## config.mk

```make
export PLATFORM = sky130hd
export DESIGN_NAME = exe_wb_buffer
export DESIGN_NICKNAME = d
export VERILOG_FILES = /design/src/rtl/aqua_pkg.sv /design/src/rtl/wb_fifo.sv /design/src/rtl/exe_wb_buffer.sv
export SDC_FILE = /design/constraint.sdc
export NUM_CORES = 1
export LEC_CHECK = 0
export CORE_MARGIN = 2
export CORE_UTILIZATION = 33
export DETAILED_ROUTE_END_ITERATION = 16
export PLACE_DENSITY_LB_ADDON = 0.15
export RECOVER_POWER = 100
export SYNTH_ARGS = -nofsm -noshare
export SYNTH_HDL_FRONTEND = slang
export SYNTH_SLANG_ARGS = --single-unit
```

## constraint.sdc

```tcl
create_clock -name i_clk -period 30.3 [get_ports i_clk]
set_clock_uncertainty 0.15 [all_clocks]
set_input_delay 7.575 -clock i_clk [delete_from_list [all_inputs] [get_ports i_clk]]
set_output_delay 7.575 -clock i_clk [all_outputs]
set_load 0.05 [all_outputs]
```

## src/rtl/aqua_pkg.sv

```systemverilog
// Shared pipeline types: execution-lane result packet and write-back buffer entries.
package aqua_pkg;

    localparam int XLEN          = 32;
    localparam int WB_BUFF_DEPTH = 4;

    typedef logic [4:0] register_idx;

    typedef struct packed {
        logic [XLEN-1:0] data_buff;
        register_idx     rd_buff;
        logic            wr_en;
        logic            valid;
        logic            is_instr2;
    } uv_buff_t;

    typedef struct packed {
        logic            valid;
        logic            wr_en;
        register_idx     rd;
        logic [XLEN-1:0] data;
    } wb_slot_t;

    typedef struct packed {
        wb_slot_t slot0;
        wb_slot_t slot1;
    } wb_bundle_t;

    function automatic wb_slot_t to_slot(input uv_buff_t p);
        wb_slot_t s;
        s.valid = p.valid;
        s.wr_en = p.wr_en;
        s.rd    = p.rd_buff;
        s.data  = p.data_buff;
        return s;
    endfunction

endpackage

```

## src/rtl/wb_fifo.sv

```systemverilog
// Generic registered FIFO: push/pop with simultaneous push+pop allowed when full.
module wb_fifo #(
    parameter int WIDTH = 8,
    parameter int DEPTH = 4,
    parameter int CNT_W = $clog2(DEPTH) + 1
) (
    input  logic             i_clk,
    input  logic             i_rst,
    input  logic             i_push,
    input  logic             i_pop,
    input  logic [WIDTH-1:0] i_din,
    output logic [WIDTH-1:0] o_dout,
    output logic [CNT_W-1:0] o_count,
    output logic             o_full,
    output logic             o_empty
);

    localparam int PTR_W = $clog2(DEPTH);

    logic [WIDTH-1:0] r_mem [DEPTH];
    logic [PTR_W-1:0] r_wr_ptr;
    logic [PTR_W-1:0] r_rd_ptr;
    logic [CNT_W-1:0] r_count;

    logic w_full;
    logic w_empty;
    logic w_do_pop;
    logic w_do_push;

    assign w_full    = (r_count == CNT_W'(DEPTH));
    assign w_empty   = (r_count == '0);
    assign w_do_pop  = i_pop & ~w_empty;
    // A pop frees the head slot at the same edge, so a full FIFO can still take a push.
    assign w_do_push = i_push & (~w_full | w_do_pop);

    // NOTE: the storage is a handful of flops and its valid bits must read as cleared
    // after reset, so it is reset with the pointers; a RAM-backed FIFO would not do this.
    always_ff @(posedge i_clk or posedge i_rst) begin
        if (i_rst) begin
            r_wr_ptr <= '0;
            r_rd_ptr <= '0;
            r_count  <= '0;
            for (int i = 0; i < DEPTH; i++) begin
                r_mem[i] <= '0;
            end
        end else begin
            // NOTE: non-blocking assignments keep every register sampling pre-edge values.
            if (w_do_push) begin
                r_mem[r_wr_ptr] <= i_din;
                r_wr_ptr        <= r_wr_ptr + PTR_W'(1);
            end
            if (w_do_pop) begin
                r_rd_ptr <= r_rd_ptr + PTR_W'(1);
            end
            case ({w_do_push, w_do_pop})
                2'b10:   r_count <= r_count + CNT_W'(1);
                2'b01:   r_count <= r_count - CNT_W'(1);
                default: r_count <= r_count;
            endcase
        end
    end

    assign o_dout  = r_mem[r_rd_ptr];
    assign o_count = r_count;
    assign o_full  = w_full;
    assign o_empty = w_empty;

endmodule

```

## src/rtl/exe_wb_buffer.sv

```systemverilog
// Orders two lane results into instr1/instr2 bundles, queues them, and drains one
// bundle per cycle to the register-file write ports with x0 and WAW masking.
module exe_wb_buffer
    import aqua_pkg::*;
#(
    parameter int DEPTH = WB_BUFF_DEPTH,
    parameter int CNT_W = $clog2(DEPTH) + 1
) (
    input  logic            i_clk,
    input  logic            i_rst,
    input  uv_buff_t        i_lane0_buff_pkg,
    input  uv_buff_t        i_lane1_buff_pkg,
    input  logic            i_wb_ready,
    output logic            o_wb0_valid,
    output logic            o_wb1_valid,
    output register_idx     o_wb0_rd,
    output register_idx     o_wb1_rd,
    output logic [XLEN-1:0] o_wb0_data,
    output logic [XLEN-1:0] o_wb1_data,
    output logic            o_buff_full,
    output logic            o_buff_empty,
    output logic [CNT_W-1:0] o_count,
    output logic            o_err_overflow,
    output logic            o_err_order
);

    wb_bundle_t w_bundle_in;
    wb_bundle_t w_head;
    logic       w_order_err;
    logic       w_push;
    logic       w_pop;
    logic       w_overflow;
    logic       w_full;
    logic       w_empty;
    logic       w_wr0;
    logic       w_wr1;
    logic       r_err_overflow;
    logic       r_err_order;

    assign w_order_err = i_lane0_buff_pkg.valid & i_lane1_buff_pkg.valid &
                         (i_lane0_buff_pkg.is_instr2 == i_lane1_buff_pkg.is_instr2);
    assign w_push      = i_lane0_buff_pkg.valid | i_lane1_buff_pkg.valid;
    assign w_pop       = i_wb_ready & ~w_empty;
    assign w_overflow  = w_push & w_full & ~w_pop;

    // Slot sorting by is_instr2; on an ordering conflict lane 0 keeps its slot and lane 1 is lost.
    always_comb begin
        // NOTE: every output of this block gets a default first so no path infers a latch.
        w_bundle_in = '0;
        if (i_lane0_buff_pkg.valid) begin
            if (i_lane0_buff_pkg.is_instr2) w_bundle_in.slot1 = to_slot(i_lane0_buff_pkg);
            else                            w_bundle_in.slot0 = to_slot(i_lane0_buff_pkg);
        end
        if (i_lane1_buff_pkg.valid & ~w_order_err) begin
            if (i_lane1_buff_pkg.is_instr2) w_bundle_in.slot1 = to_slot(i_lane1_buff_pkg);
            else                            w_bundle_in.slot0 = to_slot(i_lane1_buff_pkg);
        end
    end

    wb_fifo #(
        .WIDTH ($bits(wb_bundle_t)),
        .DEPTH (DEPTH),
        .CNT_W (CNT_W)
    ) u_fifo (
        .i_clk   (i_clk),
        .i_rst   (i_rst),
        .i_push  (w_push),
        .i_pop   (w_pop),
        .i_din   (w_bundle_in),
        .o_dout  (w_head),
        .o_count (o_count),
        .o_full  (w_full),
        .o_empty (w_empty)
    );

    always_ff @(posedge i_clk or posedge i_rst) begin
        if (i_rst) begin
            r_err_overflow <= 1'b0;
            r_err_order    <= 1'b0;
        end else begin
            if (w_overflow)  r_err_overflow <= 1'b1;
            if (w_order_err) r_err_order    <= 1'b1;
        end
    end

    assign w_wr0 = w_head.slot0.valid & w_head.slot0.wr_en & (w_head.slot0.rd != '0);
    assign w_wr1 = w_head.slot1.valid & w_head.slot1.wr_en & (w_head.slot1.rd != '0);

    // Same-destination writes inside a bundle: instr2 is younger, so port 0 is suppressed.
    always_comb begin
        o_wb0_valid = 1'b0;
        o_wb1_valid = 1'b0;
        o_wb0_rd    = '0;
        o_wb1_rd    = '0;
        o_wb0_data  = '0;
        o_wb1_data  = '0;
        if (~w_empty) begin
            o_wb1_valid = w_wr1;
            o_wb0_valid = w_wr0 & ~(w_wr1 & (w_head.slot0.rd == w_head.slot1.rd));
            o_wb0_rd    = w_head.slot0.rd;
            o_wb1_rd    = w_head.slot1.rd;
            o_wb0_data  = w_head.slot0.data;
            o_wb1_data  = w_head.slot1.data;
        end
    end

    assign o_buff_full    = w_full;
    assign o_buff_empty   = w_empty;
    assign o_err_overflow = r_err_overflow;
    assign o_err_order    = r_err_order;

endmodule

```

# Word-level counts from Yosys, hierarchy flattened
# Index checks and enable logic that the tools add are counted.
# totals
rom_bits	0
n_memories	0
mem_bits_rw	0
latch_bits	0
regBits	321
in_bits	83
# classes
n_lt_le_gt_ge	3
div_mod_pow	0
n_mul	0
bitwise_logic	23
shift	0
reduce_logical	5
n_mux	19
n_addsub	4
eq_ne	5
# ops
op	count
2-to-1 mux 78 bit	5
bitwise mux 312 bit	1
binary-select mux 78 bit (select 2 bit)	1
demux 78 bit (select 2 bit)	1
2-to-1 mux 39 bit	4
2-to-1 mux 32 bit	2
AND 1 bit	14
2-to-1 mux 5 bit	2
nonzero test 5 bit	2
>= comparator 3 bit (second input constant)	2
NOT 2 -> 3 bit	2
one-hot mux 3 bit (2 select lines)	1
== test 5 bit	1
NOT 1 bit	5
adder 2 x 1 -> 2 bit (second input constant)	2
adder 3 x 1 -> 3 bit (second input constant)	1
== test 3 bit (second input constant)	1
zero test 3 bit	1
< comparator 3 x 1 -> 1 bit (second input constant)	1
subtractor 3 x 1 -> 3 bit (second input constant)	1
== test 2 x 1 -> 1 bit (second input constant)	1
== test 2 bit (second input constant)	1
2-to-1 mux 1 bit	2
bitwise OR 1 bit	2
other kinds (3)	3

# Longest topological paths before layout
# depth
depth_word	10
mapped_depth	9

# Modules after synthesis
# From an unflattened synthesis, not the netlist that was laid out.
# hier_totals
cells_unflattened	1002
hier_area_um2	15319.7
# by_module_without_submodules
mod	seq_area_each_um2	cells_per_inst	area_each_um2	n_inst
wb_fifo	7982.7	794	13817.0	1
exe_wb_buffer	50.0	208	1502.7	1

# Least setup slack after synthesis
# No wires, ideal clock.
# synth_timing
path_kind	register to output
startpoint	reg u_fifo.r_count[0] (netlist: u_fifo.o_count[0])
endpoint	out o_wb1_valid
path_slack_ns	20.134
n_path_buf	2
arrival_ns	2.441
t_required_ns	22.575
stages_incl_launch_ff	5
path_cell_list	dfrtp_1 > nor3_1 > clkbuf_1 > clkbuf_1 > nor2_1
# synth_between
elab_chain_cells	2
# synth_rtl
item	line_no	source
start: declaration	wb_fifo.sv:23	logic [CNT_W-1:0] r_count;
start signal: assignment	wb_fifo.sv:56	2'b10: r_count <= r_count + CNT_W'(1);
start signal: assignment	wb_fifo.sv:57	2'b01: r_count <= r_count - CNT_W'(1);
start signal: assignment	wb_fifo.sv:58	default: r_count <= r_count;
zero test 3 bit	wb_fifo.sv:31	assign w_empty = (r_count == '0);
via o_buff_empty	exe_wb_buffer.sv:21	output logic o_buff_empty,
2-to-1 mux 1 bit	exe_wb_buffer.sv:97	if (~w_empty) begin
end: declaration	exe_wb_buffer.sv:15	output logic o_wb1_valid,
# The timed path passes the listed nets, and every way through them passes these cells.

==> flow_summary.json <==
{
  "syn_avg_cell_area_um2": 10.8,
  "cts_root_buf": "clkbuf_16",
  "fp-row-count": 76,
  "num_vias": 10385,
  "min_period_ps": 16880,
  "drive_gt1_share_pct": 9.66,
  "yosysWarnings": 0,
  "setup_viol": 0,
  "seqCellArea_mm2": 0.00804,
  "routabilityCongestion": 0.756,
  "grt_usage_pct": 18.3,
  "switching_share_pct": 42.6,
  "holdPathEnd": "u_fifo.r_mem[167]",
  "syn-num-nets": 1441,
  "dp_hpwl_mm": 27.0,
  "synth_top_area_cell": "dfrtp_1",
  "grt_pass1_vias": 10498,
  "cts_buffers": 36,
  "rsz0062_at_grt": "no",
  "holdBufCountCts": 0,
  "final.fill_count": 4217,
  "drc": 0,
  "multi_input_area_mm2": 0.00598,
  "p_sw_w": 0.000902,
  "cts_resized": 0,
  "ant_nets": 0,
  "grt_max_degree": 121,
  "worstMarginPinSlew_ps": 5390,
  "hp-start": "u_fifo.r_mem[167]",
  "syn_area_mm2": 0.0145,
  "min_path_type": "flop to flop",
  "drt_iter0_markers": 848,
  "internal-power_w": 0.00122,
  "htreeDepth": 2,
  "firstDrtPassIters": 5,
  "cp_max_fo": 120,
  "p_seq_share_pct": 33.8,
  "port-buffer-count": 165,
  "r2r_slack_ps": 23510,
  "cp.required_ps": 30040,
  "critPathKind": "primary input to asynchronous set/reset pin",
  "die_y_um": 214,
  "maxCapViolations": 20,
  "core-area_mm2": 0.0433,
  "grt_pass1_wl_mm": 65.5,
  "clk_latency_ps": 510,
  "worstRegToRegCells": 5,
  "relSlewSlack_pct": -261,
  "status": "complete, but fails checks",
  "wl_per_cell_um": 20.2,
  "drt_wl_total_mm": 41.7,
  "setup_tns_ps": 0,
  "power_density_mw_per_mm2": 120,
  "start_util_pct": 33.6,
  "yosys-top-cells-area": "dfrtp_1 (55%), mux4_2 (12%), o21ai_1 (9.1%), nand2_1 (8.3%), nor2b_1 (3.4%)",
  "fp.dieArea_mm2": 0.0458,
  "io_pins": 166,
  "area_growth_pct": 21.4,
  "antenna_found_initial": 4,
  "die_w_um": 214,
  "endpoint_kind": "asynchronous set/reset pin",
  "vdd_drop_max_uv": 48.8,
  "fin_crit_sh_pct": 55.7,
  "whs_ps": 325,
  "syn_inst": 1352,
  "fmax_ghz": 0.0592,
  "clkTransAtPathRegs_ps": 60,
  "crit_arrival_ps": 16620,
  "ys_seq_elements": 321,
  "p_leak_nw": 7.59,
  "pwr-share-comb_pct": 46.1,
  "synth.distinct_cells": 34,
  "grt.overflow.total": 0,
  "drv_slew": 1216,
  "clock_power_share_pct": 20.2,
  "hold_violations": 0,
  "r2r-start": "u_fifo.o_count[0]",
  "nets": 1545,
  "violations": "capacitance limit, slew limit",
  "vias_per_cell": 5.02,
  "synth_top_area_share_pct": 55.2,
  "cts_tree": "done",
  "clockBufferDepth": 3,
  "cts_setup_buffers": 0,
  "cts.sinks": 321,
  "cp-start-kind": "primary input",
  "seq_area_frac_synth_pct": 55.2,
  "reg2reg_to": "u_fifo.r_mem[12]",
  "whs_path_depth": 2
}
[worst max-delay path: stages]
cell and delay (ps):
dlygate4sd3_1 550, clkinvlp_2 2950, clkbuf_1 2920, clkbuf_1 2450
[state kept, by name, indices dropped and copies added, names as in the netlist]
name             flops
o_err_overflow       1
u_fifo.o_count       3
u_fifo.r_mem       312
u_fifo.r_wr_ptr      2
u_fifo.r_rd_ptr      2
o_err_order          1
[how the worst max path moves through the flow]
stage          cells past startpoint  slack [ps]                 to                from
2_1_floorplan                      1       13690        o_err_order               i_rst
3_3_place_gp                       6       18820        o_wb0_valid  u_fifo.r_rd_ptr[1]
3_5_place_dp                       6       18840        o_wb0_valid  u_fifo.r_rd_ptr[1]
4_1_cts                            6       18270        o_wb0_valid  u_fifo.r_rd_ptr[1]
5_1_grt                            4       11300  u_fifo.r_mem[166]               i_rst
6_report                           4       13420  u_fifo.r_mem[166]               i_rst
[cell families after synthesis]
kind of cell             Yosys count  synth area share, %
AND/OR/NAND/NOR                  417                 12.3
AO/OA/AOI/OAI                    395                 15.4
flip-flops                       321                 55.2
buffers and inverters            123                 3.87
multiplexers                      78                 11.9
XOR/XNOR                          12                0.723
adder cells (fa/ha/maj)            6                0.568
[synthesized netlist by cell type, drive strengths merged]
cell type,number
a211oi,1
a21oi,2
a22oi,38
a31o,1
a32oi,38
and2,1
and3,1
buf,69
clkbuf,48
dfrtp,321
fa,1
ha,5
inv,6
mux2,1
mux2i,1
mux4,76
nand2,322
nand3,5
nor2,5
nor2b,78
nor3,2
o21ai,312
o21bai,2
o41a,1
or2,1
or4,1
or4b,1
xnor2,6
xor2,6
[per-layer routing]
| layer | part of all wire (%) | up-vias | track usage (%) |
|---|---|---|---|
| li1 | - | 4952 | - |
| met1 | 48 | 5188 | 26.7 |
| met2 | 47 | 201 | 28.8 |
| met3 | 3.5 | 44 | 2.56 |
| met4 | 1.8 | 0 | 4.92 |
| met5 | 0 | - | 0 |
[layout by cell type, fill, tap and decap left out, types with 6 or more instances in the layout]
cell             instances
xor2_1                   6
dlygate4sd3_1           81
o21ai_1                 11
nor2b_1                 77
clkbuf_16               37
clkbuf_8                 6
mux4_2                  76
nand2_1                322
a32oi_1                 38
o21ai_0                301
a22oi_1                 38
xnor2_1                  6
clkinv_2                 7
clkdlybuf4s50_1         82
dfrtp_1                320
clkbuf_1                24
[layout make-up]
class,instances,area share (%)
tap,585,4.15
clock inverter,9,0.539
inverter,6,0.135
sequential,321,45.5
multi-input combinational,908,33.9
clock buffer,53,5.93
antenna,3,0.0425
timing repair buffer,183,9.77
[power by group through the flow]
stage / combinational (W) / clock (W) / sequential [W]
finish: 0.000976 / 0.000427 / 0.000715
detailed placement: 0.00104 / 0 / 0.000720
floorplan: 0.000766 / 0 / 0.000683
CTS: 0.00105 / 0.000441 / 0.000715
global route: 0.00107 / 0.000457 / 0.000740
global placement: 0.00103 / 0 / 0.000715
[stage by stage]
stage | cell area (um2) | setup slack [ps] | utilization (%) | total power [W] | cells
floorplan | 14500 | 13690 | - | 0.00145 | 1352
global placement | 16600 | 18820 | 38.4 | 0.00175 | 2003
detailed placement | 16600 | 18840 | 38.4 | 0.00176 | 2003
CTS | 17700 | 18270 | 41.0 | 0.00220 | 2065
global route | 17600 | 11300 | 40.8 | 0.00227 | 2068
finish | 17600 | 13420 | 40.8 | 0.00212 | 2068
No activity file was read; power rests on OpenSTA's default activity.
